`src/rtl/lsu_mem_initiator_if.sv`:
```
// Bundle of the CPU request/response handshakes and the data-memory port used by lsu_mem_initiator.
// master = the initiator block itself, slave = the CPU MEM stage plus data memory around it.
interface lsu_mem_initiator_if #(
    parameter int ADDR_W = 32
);
    logic              req_valid;
    logic              req_ready;
    logic [2:0]        req_op;
    logic [ADDR_W-1:0] req_addr;
    logic [31:0]       req_wdata;
    logic              rsp_valid;
    logic              rsp_ready;
    logic [31:0]       rsp_rdata;
    logic              rsp_err;
    logic              en_mem;
    logic [3:0]        w_en_mem;
    logic [ADDR_W-1:0] addr_mem;
    logic [31:0]       w_data_mem;
    logic [31:0]       r_data_mem;

    modport master (
        input  req_valid, req_op, req_addr, req_wdata, rsp_ready, r_data_mem,
        output req_ready, rsp_valid, rsp_rdata, rsp_err,
        output en_mem, w_en_mem, addr_mem, w_data_mem
    );

    modport slave (
        output req_valid, req_op, req_addr, req_wdata, rsp_ready, r_data_mem,
        input  req_ready, rsp_valid, rsp_rdata, rsp_err,
        input  en_mem, w_en_mem, addr_mem, w_data_mem
    );
endinterface

```
`src/rtl/lsu_mem_initiator.sv`:
```
// Big-endian load/store initiator for a word-addressed, byte-enabled memory with 1-cycle read latency.
// Define LSU_ALIGN_TRAP_EN to trap misaligned accesses instead of force-aligning them.
module lsu_mem_initiator #(
    parameter int ADDR_W = 32
) (
    input  logic                  clk,
    input  logic                  rst,
    lsu_mem_initiator_if.master   bus
);
    typedef enum logic [1:0] {IDLE, ISSUE, WAIT, RESP} state_e;

    localparam logic [2:0] OP_LB  = 3'd0;
    localparam logic [2:0] OP_LBU = 3'd1;
    localparam logic [2:0] OP_LH  = 3'd2;
    localparam logic [2:0] OP_LHU = 3'd3;
    localparam logic [2:0] OP_LW  = 3'd4;
    localparam logic [2:0] OP_SB  = 3'd5;
    localparam logic [2:0] OP_SH  = 3'd6;
    localparam logic [2:0] OP_SW  = 3'd7;

    function automatic logic [1:0] align_low(input logic [2:0] op, input logic [1:0] a);
        case (op)
            OP_LH, OP_LHU, OP_SH: align_low = {a[1], 1'b0};
            OP_LW, OP_SW:         align_low = 2'b00;
            default:              align_low = a;
        endcase
    endfunction

    // Lane 0 (lowest byte address) is data[31:24], hence the MSB-first enables.
    function automatic logic [3:0] store_wen(input logic [2:0] op, input logic [1:0] a);
        case (op)
            OP_SB:   store_wen = 4'b1000 >> a;
            OP_SH:   store_wen = a[1] ? 4'b0011 : 4'b1100;
            OP_SW:   store_wen = 4'b1111;
            default: store_wen = 4'b0000;
        endcase
    endfunction

    function automatic logic [31:0] store_wdata(input logic [2:0] op, input logic [31:0] wd);
        case (op)
            OP_SB:   store_wdata = {4{wd[7:0]}};
            OP_SH:   store_wdata = {2{wd[15:0]}};
            OP_SW:   store_wdata = wd;
            default: store_wdata = 32'd0;
        endcase
    endfunction

    function automatic logic [31:0] load_extend(input logic [2:0] op, input logic [1:0] a,
                                                input logic [31:0] word);
        logic [7:0]  b;
        logic [15:0] h;
        case (a)
            2'd0:    b = word[31:24];
            2'd1:    b = word[23:16];
            2'd2:    b = word[15:8];
            default: b = word[7:0];
        endcase
        h = a[1] ? word[15:0] : word[31:16];
        case (op)
            OP_LB:   load_extend = {{24{b[7]}}, b};
            OP_LBU:  load_extend = {24'd0, b};
            OP_LH:   load_extend = {{16{h[15]}}, h};
            OP_LHU:  load_extend = {16'd0, h};
            OP_LW:   load_extend = word;
            default: load_extend = 32'd0;
        endcase
    endfunction

`ifdef LSU_ALIGN_TRAP_EN
    function automatic logic misaligned(input logic [2:0] op, input logic [1:0] a);
        case (op)
            OP_LH, OP_LHU, OP_SH: misaligned = a[0];
            OP_LW, OP_SW:         misaligned = (a != 2'b00);
            default:              misaligned = 1'b0;
        endcase
    endfunction
`endif

    state_e            state_q, state_d;
    logic [2:0]        op_q, op_d;
    logic              req_ready_q, req_ready_d;
    logic              rsp_valid_q, rsp_valid_d;
    logic [31:0]       rsp_rdata_q, rsp_rdata_d;
    logic              rsp_err_q, rsp_err_d;
    logic              en_mem_q, en_mem_d;
    logic [3:0]        w_en_mem_q, w_en_mem_d;
    logic [ADDR_W-1:0] addr_mem_q, addr_mem_d;
    logic [31:0]       w_data_mem_q, w_data_mem_d;
    logic              trap_s;
    logic [1:0]        alow_s;

`ifdef LSU_ALIGN_TRAP_EN
    assign trap_s = misaligned(bus.req_op, bus.req_addr[1:0]);
`else
    assign trap_s = 1'b0;
`endif
    assign alow_s = align_low(bus.req_op, bus.req_addr[1:0]);

    // Next-state and next-output logic for the IDLE/ISSUE/WAIT/RESP sequence.
    always_comb begin
        state_d      = state_q;
        op_d         = op_q;
        req_ready_d  = req_ready_q;
        rsp_valid_d  = rsp_valid_q;
        rsp_rdata_d  = rsp_rdata_q;
        rsp_err_d    = rsp_err_q;
        en_mem_d     = en_mem_q;
        w_en_mem_d   = w_en_mem_q;
        addr_mem_d   = addr_mem_q;
        w_data_mem_d = w_data_mem_q;
        case (state_q)
            IDLE: begin
                if (bus.req_valid && trap_s) begin
                    state_d     = RESP;
                    req_ready_d = 1'b0;
                    rsp_valid_d = 1'b1;
                    rsp_err_d   = 1'b1;
                    rsp_rdata_d = 32'd0;
                end else if (bus.req_valid) begin
                    state_d      = ISSUE;
                    op_d         = bus.req_op;
                    req_ready_d  = 1'b0;
                    rsp_err_d    = 1'b0;
                    rsp_rdata_d  = 32'd0;
                    en_mem_d     = 1'b1;
                    addr_mem_d   = {bus.req_addr[ADDR_W-1:2], alow_s};
                    w_en_mem_d   = store_wen(bus.req_op, alow_s);
                    w_data_mem_d = store_wdata(bus.req_op, bus.req_wdata);
                end else begin
                    state_d = IDLE;
                end
            end
            ISSUE: begin
                en_mem_d   = 1'b0;
                w_en_mem_d = 4'b0000;
                if (op_q >= OP_SB) begin
                    state_d     = RESP;
                    rsp_valid_d = 1'b1;
                    rsp_rdata_d = 32'd0;
                end else begin
                    state_d = WAIT;
                end
            end
            WAIT: begin
                state_d     = RESP;
                rsp_valid_d = 1'b1;
                rsp_rdata_d = load_extend(op_q, addr_mem_q[1:0], bus.r_data_mem);
            end
            RESP: begin
                if (bus.rsp_ready) begin
                    state_d     = IDLE;
                    rsp_valid_d = 1'b0;
                    req_ready_d = 1'b1;
                end else begin
                    state_d = RESP;
                end
            end
            default: begin
                state_d     = IDLE;
                req_ready_d = 1'b1;
                rsp_valid_d = 1'b0;
                en_mem_d    = 1'b0;
                w_en_mem_d  = 4'b0000;
            end
        endcase
    end

    // State and registered-output flops.
    always_ff @(posedge clk or posedge rst) begin
        if (rst) begin
            state_q      <= IDLE;
            op_q         <= 3'd0;
            req_ready_q  <= 1'b1;
            rsp_valid_q  <= 1'b0;
            rsp_rdata_q  <= 32'd0;
            rsp_err_q    <= 1'b0;
            en_mem_q     <= 1'b0;
            w_en_mem_q   <= 4'b0000;
            addr_mem_q   <= {ADDR_W{1'b0}};
            w_data_mem_q <= 32'd0;
        end else begin
            state_q      <= state_d;
            op_q         <= op_d;
            req_ready_q  <= req_ready_d;
            rsp_valid_q  <= rsp_valid_d;
            rsp_rdata_q  <= rsp_rdata_d;
            rsp_err_q    <= rsp_err_d;
            en_mem_q     <= en_mem_d;
            w_en_mem_q   <= w_en_mem_d;
            addr_mem_q   <= addr_mem_d;
            w_data_mem_q <= w_data_mem_d;
        end
    end

    assign bus.req_ready  = req_ready_q;
    assign bus.rsp_valid  = rsp_valid_q;
    assign bus.rsp_rdata  = rsp_rdata_q;
    assign bus.rsp_err    = rsp_err_q;
    assign bus.en_mem     = en_mem_q;
    assign bus.w_en_mem   = w_en_mem_q;
    assign bus.addr_mem   = addr_mem_q;
    assign bus.w_data_mem = w_data_mem_q;
endmodule

```
`src/flat_wrapper.sv`:
```
// flat-port wrapper written by rule: the top's interface ports become plain ports
module lsu_mem_initiator_flat 
#(
    parameter int ADDR_W = 32
)
  (clk, rst, bus_req_valid, bus_req_op, bus_req_addr, bus_req_wdata, bus_rsp_ready, bus_r_data_mem, bus_req_ready, bus_rsp_valid, bus_rsp_rdata, bus_rsp_err, bus_en_mem, bus_w_en_mem, bus_addr_mem, bus_w_data_mem);
  lsu_mem_initiator_if #(.ADDR_W(ADDR_W)) bus_i ();
  input  logic clk;
  input  logic rst;
  input wire logic [$bits(bus_i.req_valid)-1:0] bus_req_valid;
  input wire logic [$bits(bus_i.req_op)-1:0] bus_req_op;
  input wire logic [$bits(bus_i.req_addr)-1:0] bus_req_addr;
  input wire logic [$bits(bus_i.req_wdata)-1:0] bus_req_wdata;
  input wire logic [$bits(bus_i.rsp_ready)-1:0] bus_rsp_ready;
  input wire logic [$bits(bus_i.r_data_mem)-1:0] bus_r_data_mem;
  output wire logic [$bits(bus_i.req_ready)-1:0] bus_req_ready;
  output wire logic [$bits(bus_i.rsp_valid)-1:0] bus_rsp_valid;
  output wire logic [$bits(bus_i.rsp_rdata)-1:0] bus_rsp_rdata;
  output wire logic [$bits(bus_i.rsp_err)-1:0] bus_rsp_err;
  output wire logic [$bits(bus_i.en_mem)-1:0] bus_en_mem;
  output wire logic [$bits(bus_i.w_en_mem)-1:0] bus_w_en_mem;
  output wire logic [$bits(bus_i.addr_mem)-1:0] bus_addr_mem;
  output wire logic [$bits(bus_i.w_data_mem)-1:0] bus_w_data_mem;
  assign bus_i.req_valid = bus_req_valid;
  assign bus_i.req_op = bus_req_op;
  assign bus_i.req_addr = bus_req_addr;
  assign bus_i.req_wdata = bus_req_wdata;
  assign bus_i.rsp_ready = bus_rsp_ready;
  assign bus_i.r_data_mem = bus_r_data_mem;
  assign bus_req_ready = bus_i.req_ready;
  assign bus_rsp_valid = bus_i.rsp_valid;
  assign bus_rsp_rdata = bus_i.rsp_rdata;
  assign bus_rsp_err = bus_i.rsp_err;
  assign bus_en_mem = bus_i.en_mem;
  assign bus_w_en_mem = bus_i.w_en_mem;
  assign bus_addr_mem = bus_i.addr_mem;
  assign bus_w_data_mem = bus_i.w_data_mem;
  lsu_mem_initiator #(.ADDR_W(ADDR_W)) u_core (.clk(clk), .rst(rst), .bus(bus_i));
endmodule
```
`config.mk`:
```
export PLATFORM = sky130hd
export DESIGN_NAME = lsu_mem_initiator_flat
export DESIGN_NICKNAME = d
export VERILOG_FILES = /design/src/rtl/lsu_mem_initiator_if.sv /design/src/rtl/lsu_mem_initiator.sv /design/src/flat_wrapper.sv
export SDC_FILE = /design/constraint.sdc
export NUM_CORES = 1
export LEC_CHECK = 0
export BUFFER_PORTS_ARGS = -buffer_cell sky130_fd_sc_hd__buf_2
export CORE_ASPECT_RATIO = 0.9
export CORE_UTILIZATION = 44
export CTS_CLUSTER_DIAMETER = 30
export DETAILED_ROUTE_END_ITERATION = 6
export PLACE_DENSITY = 0.74
export SYNTH_ARGS = -nofsm -noshare
export SYNTH_HDL_FRONTEND = slang
export SYNTH_SLANG_ARGS = --single-unit
```
`constraint.sdc`:
```
create_clock -name clk -period 3.1 [get_ports clk]
set_input_delay 0.465 -clock clk [delete_from_list [all_inputs] [get_ports clk]]
set_output_delay 0.465 -clock clk [all_outputs]
set_load 0.005 [all_outputs]
```
==> results.md, run 1 <==
- Final setup violating endpoints: 0
- Clock root cell: clkbuf_16
- Synthesis-to-layout area growth: 28.3%
- Clk Latency, worst-skew pair: about 0.35 ns
- Final design utilization: 58.8%
- Complex-gate fraction of the synthesized area: 17.5%
- H-tree Lvls: 3
- Clock sink total: ~110
- Number of remaining DRC errors: 0
- Initial Util: 45.8%
- Core box area: 10900 um2
- Maxcap violations: 0
- I/O Pins: 207
- Combinational Power Share: roughly 39%
- Die W: 115 um
- Critical setup path kind: reg -> reg
- Period utilization: about two thirds
- Internal: around 3800 uW
- XOR/XNOR Fraction of Synth Area: 0%
- Syn avg cell area: 10.5 um2
- Worst slew pin tran: between 0.9 and 1 ns
- Drt first pass iters: 5
- Max Clock Skew: 0.0110 ns
- Cts repair resizes: 0
- R2r endpoint: u_core.bus.w_data_mem[1]$_DFFE_PP0P_
- Switch share: approximately a third
- Global-route wire length before repair: approximately 22000 um
- Fraction of layout cells with a size suffix above 1: a little under two fifths
- Post-synthesis mux area share: approximately 7.5%
- Final hold vios: 0
- Largest family of logic cells by synthesized area: compound AO/OA/AOI/OAI gates
- Post-synth ARST share: 100%
- ANT nets after route: 0
- Vias in the first global route: around 4400
- Die Area: between 10000 and 15000 um2
- Area share of fa/ha/maj cells after synthesis: 0%
- NetSw: 2050 uW
- Hold Buf Count CTS: 0
- Fmax: between 400 and 500 MHz
- Max IR drop VDD: slightly below 0.5 mV
- Startpoint Class: flip-flop
- CP required: between 3 and 4 ns
- Slew HR: between 30% and 40%
- Clock share of power: 20.6%
- Final TNS setup: 0 ns
- R2R Setup Slk: 1.03 ns
- RSZ-0062 raised after global routing: no
- Post-CTS setup buffer count: 0
- Starting DRT DRC Count: 419
- Final HPWL DP: about 10000 um
- CP Capture Type: flip-flop
- Antenna violations before repair: 0
- Vias: 4484
- Largest net degree at the start of global routing: approximately 50
- Minimum clock period: 2.07 ns
- Share of power burned in registers: 40.6%
- GR Util All Layers: 25.0%
- Cell Pwr Density: between 900 and 1000 nW/um2
- Fill cells: 974
- Final wirelength: around 14000 um
- Detailed-route wire length per cell: 17.1 um
- Post-Synth Simple-Gate Area: 17.0%
- HP Class: in -> async
- Synth warn: 0
- Post-Syn Area: about 5000 um2
- Gpl congestion: 0.826
- Reg-to-reg startpoint: u_core.state_q[1]$_DFF_PP0_
- Synth Instances: between 400 and 500
- Status: finished, final reports clean
- Max clock buf depth: 2
- Lkg Pwr: 0.00342 uW
- N_diodes: 0
- Path depth of the worst reg2reg path: 4
- Layout net count: between 700 and 800
- Reg clk slew, reported paths: approximately 0.070 ns
- CTS Buf Count: 9
- Vias per cell: between 5 and 6
- Crit path DAT: 2.30 ns
- Seq/Total Area, Yosys: 53.9%
- Row cnt: 36
- DIE HEIGHT: about 100 um
- Yosys reg bits: 108
- Post-synth EDFFs: 0
- Mapped Nets: just under 600
- Crit path max fanout: 50
- CTS tree: built
- Grt total ovfl: 0
- Port buffer count: just over 200
- Slew Viols, Final: 0
- Unique masters post-synth: 46
- Main synth FF type: dfrtp_1
[layout by cell type, fill, tap and decap left out, types with 2 or more instances in the layout]
master,instances
a21oi_1,8
a221o_1,22
a221oi_1,8
a22o_1,21
a22oi_1,24
and2_1,2
and2b_1,2
and3_1,2
buf_2,205
buf_4,7
bufinv_16,2
clkbuf_1,2
clkbuf_16,9
dfrtp_1,107
inv_1,4
mux2_2,9
mux2i_1,7
mux4_2,7
nand2_1,138
nand2_2,2
nand2b_1,5
nor2_1,31
nor2b_1,3
o211ai_1,7
o21ai_0,4
o21ai_1,7
[how the worst max path moves through the flow]
stage	start	end	slack, ns	cells after the start
floorplan	rst	u_core.bus.addr_mem[0]$_DFFE_PP0P_	1.33	1
global placement	bus_req_valid	u_core.bus.w_en_mem[0]$_DFFE_PP0P_	1.01	6
detailed placement	bus_req_valid	u_core.bus.w_data_mem[6]$_DFFE_PP0P_	0.96	6
CTS	u_core.state_q[0]$_DFF_PP0_	u_core.bus.w_data_mem[1]$_DFFE_PP0P_	1.01	4
global route	u_core.state_q[0]$_DFF_PP0_	u_core.bus.w_en_mem[0]$_DFFE_PP0P_	0.81	5
finish	u_core.state_q[1]$_DFF_PP0_	u_core.bus.w_data_mem[1]$_DFFE_PP0P_	1.03	4
[kinds of logic (layout without fill, tap and decap cells)]
kind of cell,after synthesis,in the layout
AO/OA/AOI/OAI,108,108
AND/OR/NAND/NOR,195,195
other,1,1
flip-flops,108,108
buffers and inverters,39,232
multiplexers,25,25
[final cells by class]
type,instances,area (um2),share of cell area [%]
inverters,5,22.5,0.350
clock buffers,12,246,3.83
well taps,152,190,2.95
repair buffers,213,1100,17.1
clock inverters,2,60.1,0.933
flip-flops and latches,108,2700,42.0
multi-input cells,329,2110,32.9
[power groups by stage]
stage	combinational (uW)	sequential [uW]	clock [uW]
after floorplan	1450	2350	0
after global placement	2240	2380	0
after detailed placement	2310	2390	0
after CTS	2310	2380	1240
after global routing	2550	2460	1290
final	2280	2390	1210
[registers in the layout, summed over array words and instances, names as in the netlist]
signal and cells:
u_core.bus.w_data_mem 32, u_core.bus.w_en_mem 4, u_core.bus.req_ready 1, u_core.bus.en_mem 1, u_core.bus.rsp_valid 1, u_core.state_q 2, u_core.bus.rsp_rdata 32, u_core.op_q 3
u_core.bus.addr_mem 32
[stage by stage]
step | setup slack [ns] | hold WS, ns | cell area (um2) | std cells | total power [uW]
floorplan | 1.33 | 0.463 | 5020 | 476 | 3790
CTS | 1.01 | 0.135 | 6440 | 821 | 5940
detailed placement | 0.964 | 0.463 | 6130 | 807 | 4700
global route | 0.807 | 0.170 | 6440 | 821 | 6310
global placement | 1.01 | 0.454 | 6130 | 807 | 4610
finish | 1.03 | 0.134 | 6440 | 821 | 5870
[Yosys cell counts (2+ instances only)]
cell / n / area, um2
a21oi_1: 8 / 40.0
a221o_1: 22 / 220
a221oi_1: 8 / 70.1
a22o_1: 21 / 184
a22oi_1: 24 / 180
and2_1: 2 / 12.5
and2b_1: 2 / 15.0
and3_1: 2 / 12.5
buf_2: 10 / 50.1
buf_4: 7 / 52.6
buf_6: 2 / 22.5
clkbuf_1: 15 / 56.3
dfrtp_1: 107 / 2680
inv_1: 5 / 18.8
mux2_2: 9 / 101
mux2i_1: 7 / 70.1
mux4_2: 7 / 158
nand2_1: 139 / 522
nand2b_1: 5 / 31.3
nor2_1: 31 / 116
nor2b_1: 3 / 18.8
o211ai_1: 7 / 52.6
o21ai_0: 4 / 20.0
o21ai_1: 7 / 35.0
[layer usage]
metal | track usage (%) | wire [um] | up-vias
li1 | - | - | 2067
met1 | 32.5 | 5770 | 2137
met2 | 40.2 | 6600 | 251
met5 | 0 | 0 | -
met3 | 7.11 | 1340 | 29
met4 | 9.69 | 310 | 0
[critical path, stage by stage (launching register included)]
cell and delay [ns]:
dfrtp_1 0.49, nor2_1 0.21, nand2_2 0.54, buf_4 0.45, a22o_1 0.25
Note: power is estimated with default switching activity, not from simulation.
==> inputs of run 2 (changes only) <==
--- a/config.mk
+++ b/config.mk
@@ -10,7 +10,7 @@
 export CORE_UTILIZATION = 44
 export CTS_CLUSTER_DIAMETER = 30
 export DETAILED_ROUTE_END_ITERATION = 6
-export PLACE_DENSITY = 0.74
+export PLACE_DENSITY = 0.71
 export SYNTH_ARGS = -nofsm -noshare
 export SYNTH_HDL_FRONTEND = slang
 export SYNTH_SLANG_ARGS = --single-unit
==> constraint.sdc (replaced) <==
create_clock -name clk -period 2 [get_ports clk]
set_input_delay 0.3 -clock clk [delete_from_list [all_inputs] [get_ports clk]]
set_output_delay 0.3 -clock clk [all_outputs]
set_load 0.005 [all_outputs]
==> results.md, run 2 (synthesized netlist as in run 1, its figures left out) <==
- CTS tree: built
- CP required: approximately 2.3 ns
- Layout net count: about 780
- Detailed-route wire length per cell: about 17 um
- Post-CTS setup buffer count: 0
- Buffer and inverter count on the worst path: 0
- Post-DP Area: 6190 um2
- Slew HR: 43.7%
- R2R Setup Slk: between 0.15 and 0.2 ns
- Largest net degree at the start of global routing: 109
- Commonest non-fill, non-tap cells in the layout: 205 x buf_2, 138 x nand2_1, 107 x dfrtp_1
- GR Util All Layers: between 20% and 30%
- Row cnt: 36
- Number of remaining DRC errors: 0
- Worst slew pin tran: approximately 0.84 ns
- Synthesis-to-layout area growth: 29.5%
- Max IR drop VDD: approximately 0.83 mV
- Cts repair resizes: 0
- Global-route wire length before repair: 22000 um
- Clk Latency, worst-skew pair: around 0.35 ns
- Starting DRT DRC Count: around 390
- Final TNS setup: 0 ns
- Reg clk slew, reported paths: approximately 0.070 ns
- Max incr delay on CP: ~0.63 ns
- Finished Cell Area: roughly 6500 um2
- CP Capture Type: flip-flop
- Fmax: approximately 550 MHz
- Final wirelength: roughly 14000 um
- Die W: between 100 and 150 um
- Most common cell after layout, fill and taps aside: buf_2
- CP Cell Sequence: nand2b_1 > mux2i_4 > nor4_4 > a221o_1
- Period utilization: around nine tenths
- Antenna violations before repair: 0
- CTS Buf Count: 9
- DIE HEIGHT: about 100 um
- Vias per cell: roughly 5.5
- Vias: approximately 4600
- Vias in the first global route: 4369
- Port buffer count: 205
- Hold Buf Count CTS: 0
- Delay-heaviest family, CP: simple AND/OR/NAND/NOR gates
- ANT nets after route: 0
- Clock sink total: 108
- DP Cell Count: approximately 810
- RSZ-0062 raised after global routing: no
- Slew Viols, Final: 0
- Final setup violating endpoints: 0
- Grt total ovfl: 0
- Clock root cell: clkbuf_16
- Final design utilization: between 50% and 60%
- Minimum clock period: around 1.8 ns
- Lkg Pwr: approximately 0.0034 uW
- Final hold vios: 0
- Drt first pass iters: 5
- Fraction of layout cells with a size suffix above 1: 38.9%
- Path depth of the worst reg2reg path: 4
- Max clock buf depth: 2
- Status: finished, final reports clean
- Critical setup path kind: reg -> reg
- I/O Pins: between 200 and 250
- Cell Pwr Density: 1410 nW/um2
- Worst path slowest cell: nor4_4
- Maxcap violations: 0
- Crit path DAT: between 2 and 2.5 ns
- Final HPWL DP: 10400 um
- Final std cells w/o fill: 830
- Reg-to-reg startpoint: u_core.op_q[1]$_DFFE_PP0P_
- Max Clock Skew: 0.00702 ns
- HP Class: in -> async
- Pwr Total: 9140 uW
- Core box area: roughly 11000 um2
- Gpl congestion: 0.883
- H-tree Lvls: 3
- Die Area: roughly 12000 um2
- Startpoint Class: flip-flop
- Initial Util: about 46%
- R2r endpoint: u_core.bus.rsp_rdata[24]$_DFFE_PP0P_
- N_diodes: 0
- Crit path max fanout: 16
- Setup crit start: u_core.op_q[1]$_DFFE_PP0P_
run 2: changes by cell type in the layout (fill, tap and decap cells not counted), sizes merged:
| cell | previous run | this run |
|---|---|---|
| clkbuf | 12 | 9 |
| clkinvlp | 1 | 4 |
| inv | 4 | 6 |
| bufinv | 2 | 1 |
| buf | 213 | 220 |
| clkinv | 0 | 1 |
run 2: worst max path at each step:
stage	slack, ns	depth (start not counted)	to
2_1_floorplan	0.38	5	u_core.bus.rsp_rdata[0]$_DFFE_PP0P_
3_3_place_gp	0.23	4	u_core.bus.rsp_rdata[20]$_DFFE_PP0P_
3_5_place_dp	0.17	4	u_core.bus.rsp_rdata[21]$_DFFE_PP0P_
4_1_cts	0.15	4	u_core.bus.rsp_rdata[21]$_DFFE_PP0P_
5_1_grt	0.04	4	u_core.bus.rsp_rdata[22]$_DFFE_PP0P_
6_report	0.17	4	u_core.bus.rsp_rdata[24]$_DFFE_PP0P_
run 2: final cells by class:
class                      count  area, um2
fill                         977       4450
sequential                   108       2700
multi-input combinational    329       2110
timing repair buffer         220       1160
clock buffer                   9        225
tap                          152        190
clock inverter                 7       75.1
inverter                       5       22.5
run 2: where the power goes:
group	internal (uW)	switching, uW	leakage, uW
logic	1810	1840	0.00192
registers	3070	593	0.00139
clock network	978	842	0.000138
total	5860	3270	0.00345
run 2: worst reg2reg max path, cell delays in order, from the launching register on:
cell and delay [ns]:
dfrtp_1 0.47, nand2b_1 0.23, mux2i_4 0.21, nor4_4 0.63, a221o_1 0.22
run 2: metal layers:
layer  up-vias  track usage (%)  part of all wire [%]
li1       2095                -                     -
met1      2197             31.1                    42
met5         -                0                     0
met2       243             40.4                    47
met4         0             7.59                   1.8
met3        23             7.81                   9.7
run 2: through the flow:
| step | worst slack (ns) | hold slack (ns) |
|---|---|---|
| 2_1_floorplan | 0.379 | 0.405 |
| 3_3_place_gp | 0.228 | 0.451 |
| 3_5_place_dp | 0.175 | 0.457 |
| 4_1_cts | 0.153 | 0.116 |
| 5_1_grt | 0.0380 | 0.133 |
| 6_report | 0.168 | 0.0915 |
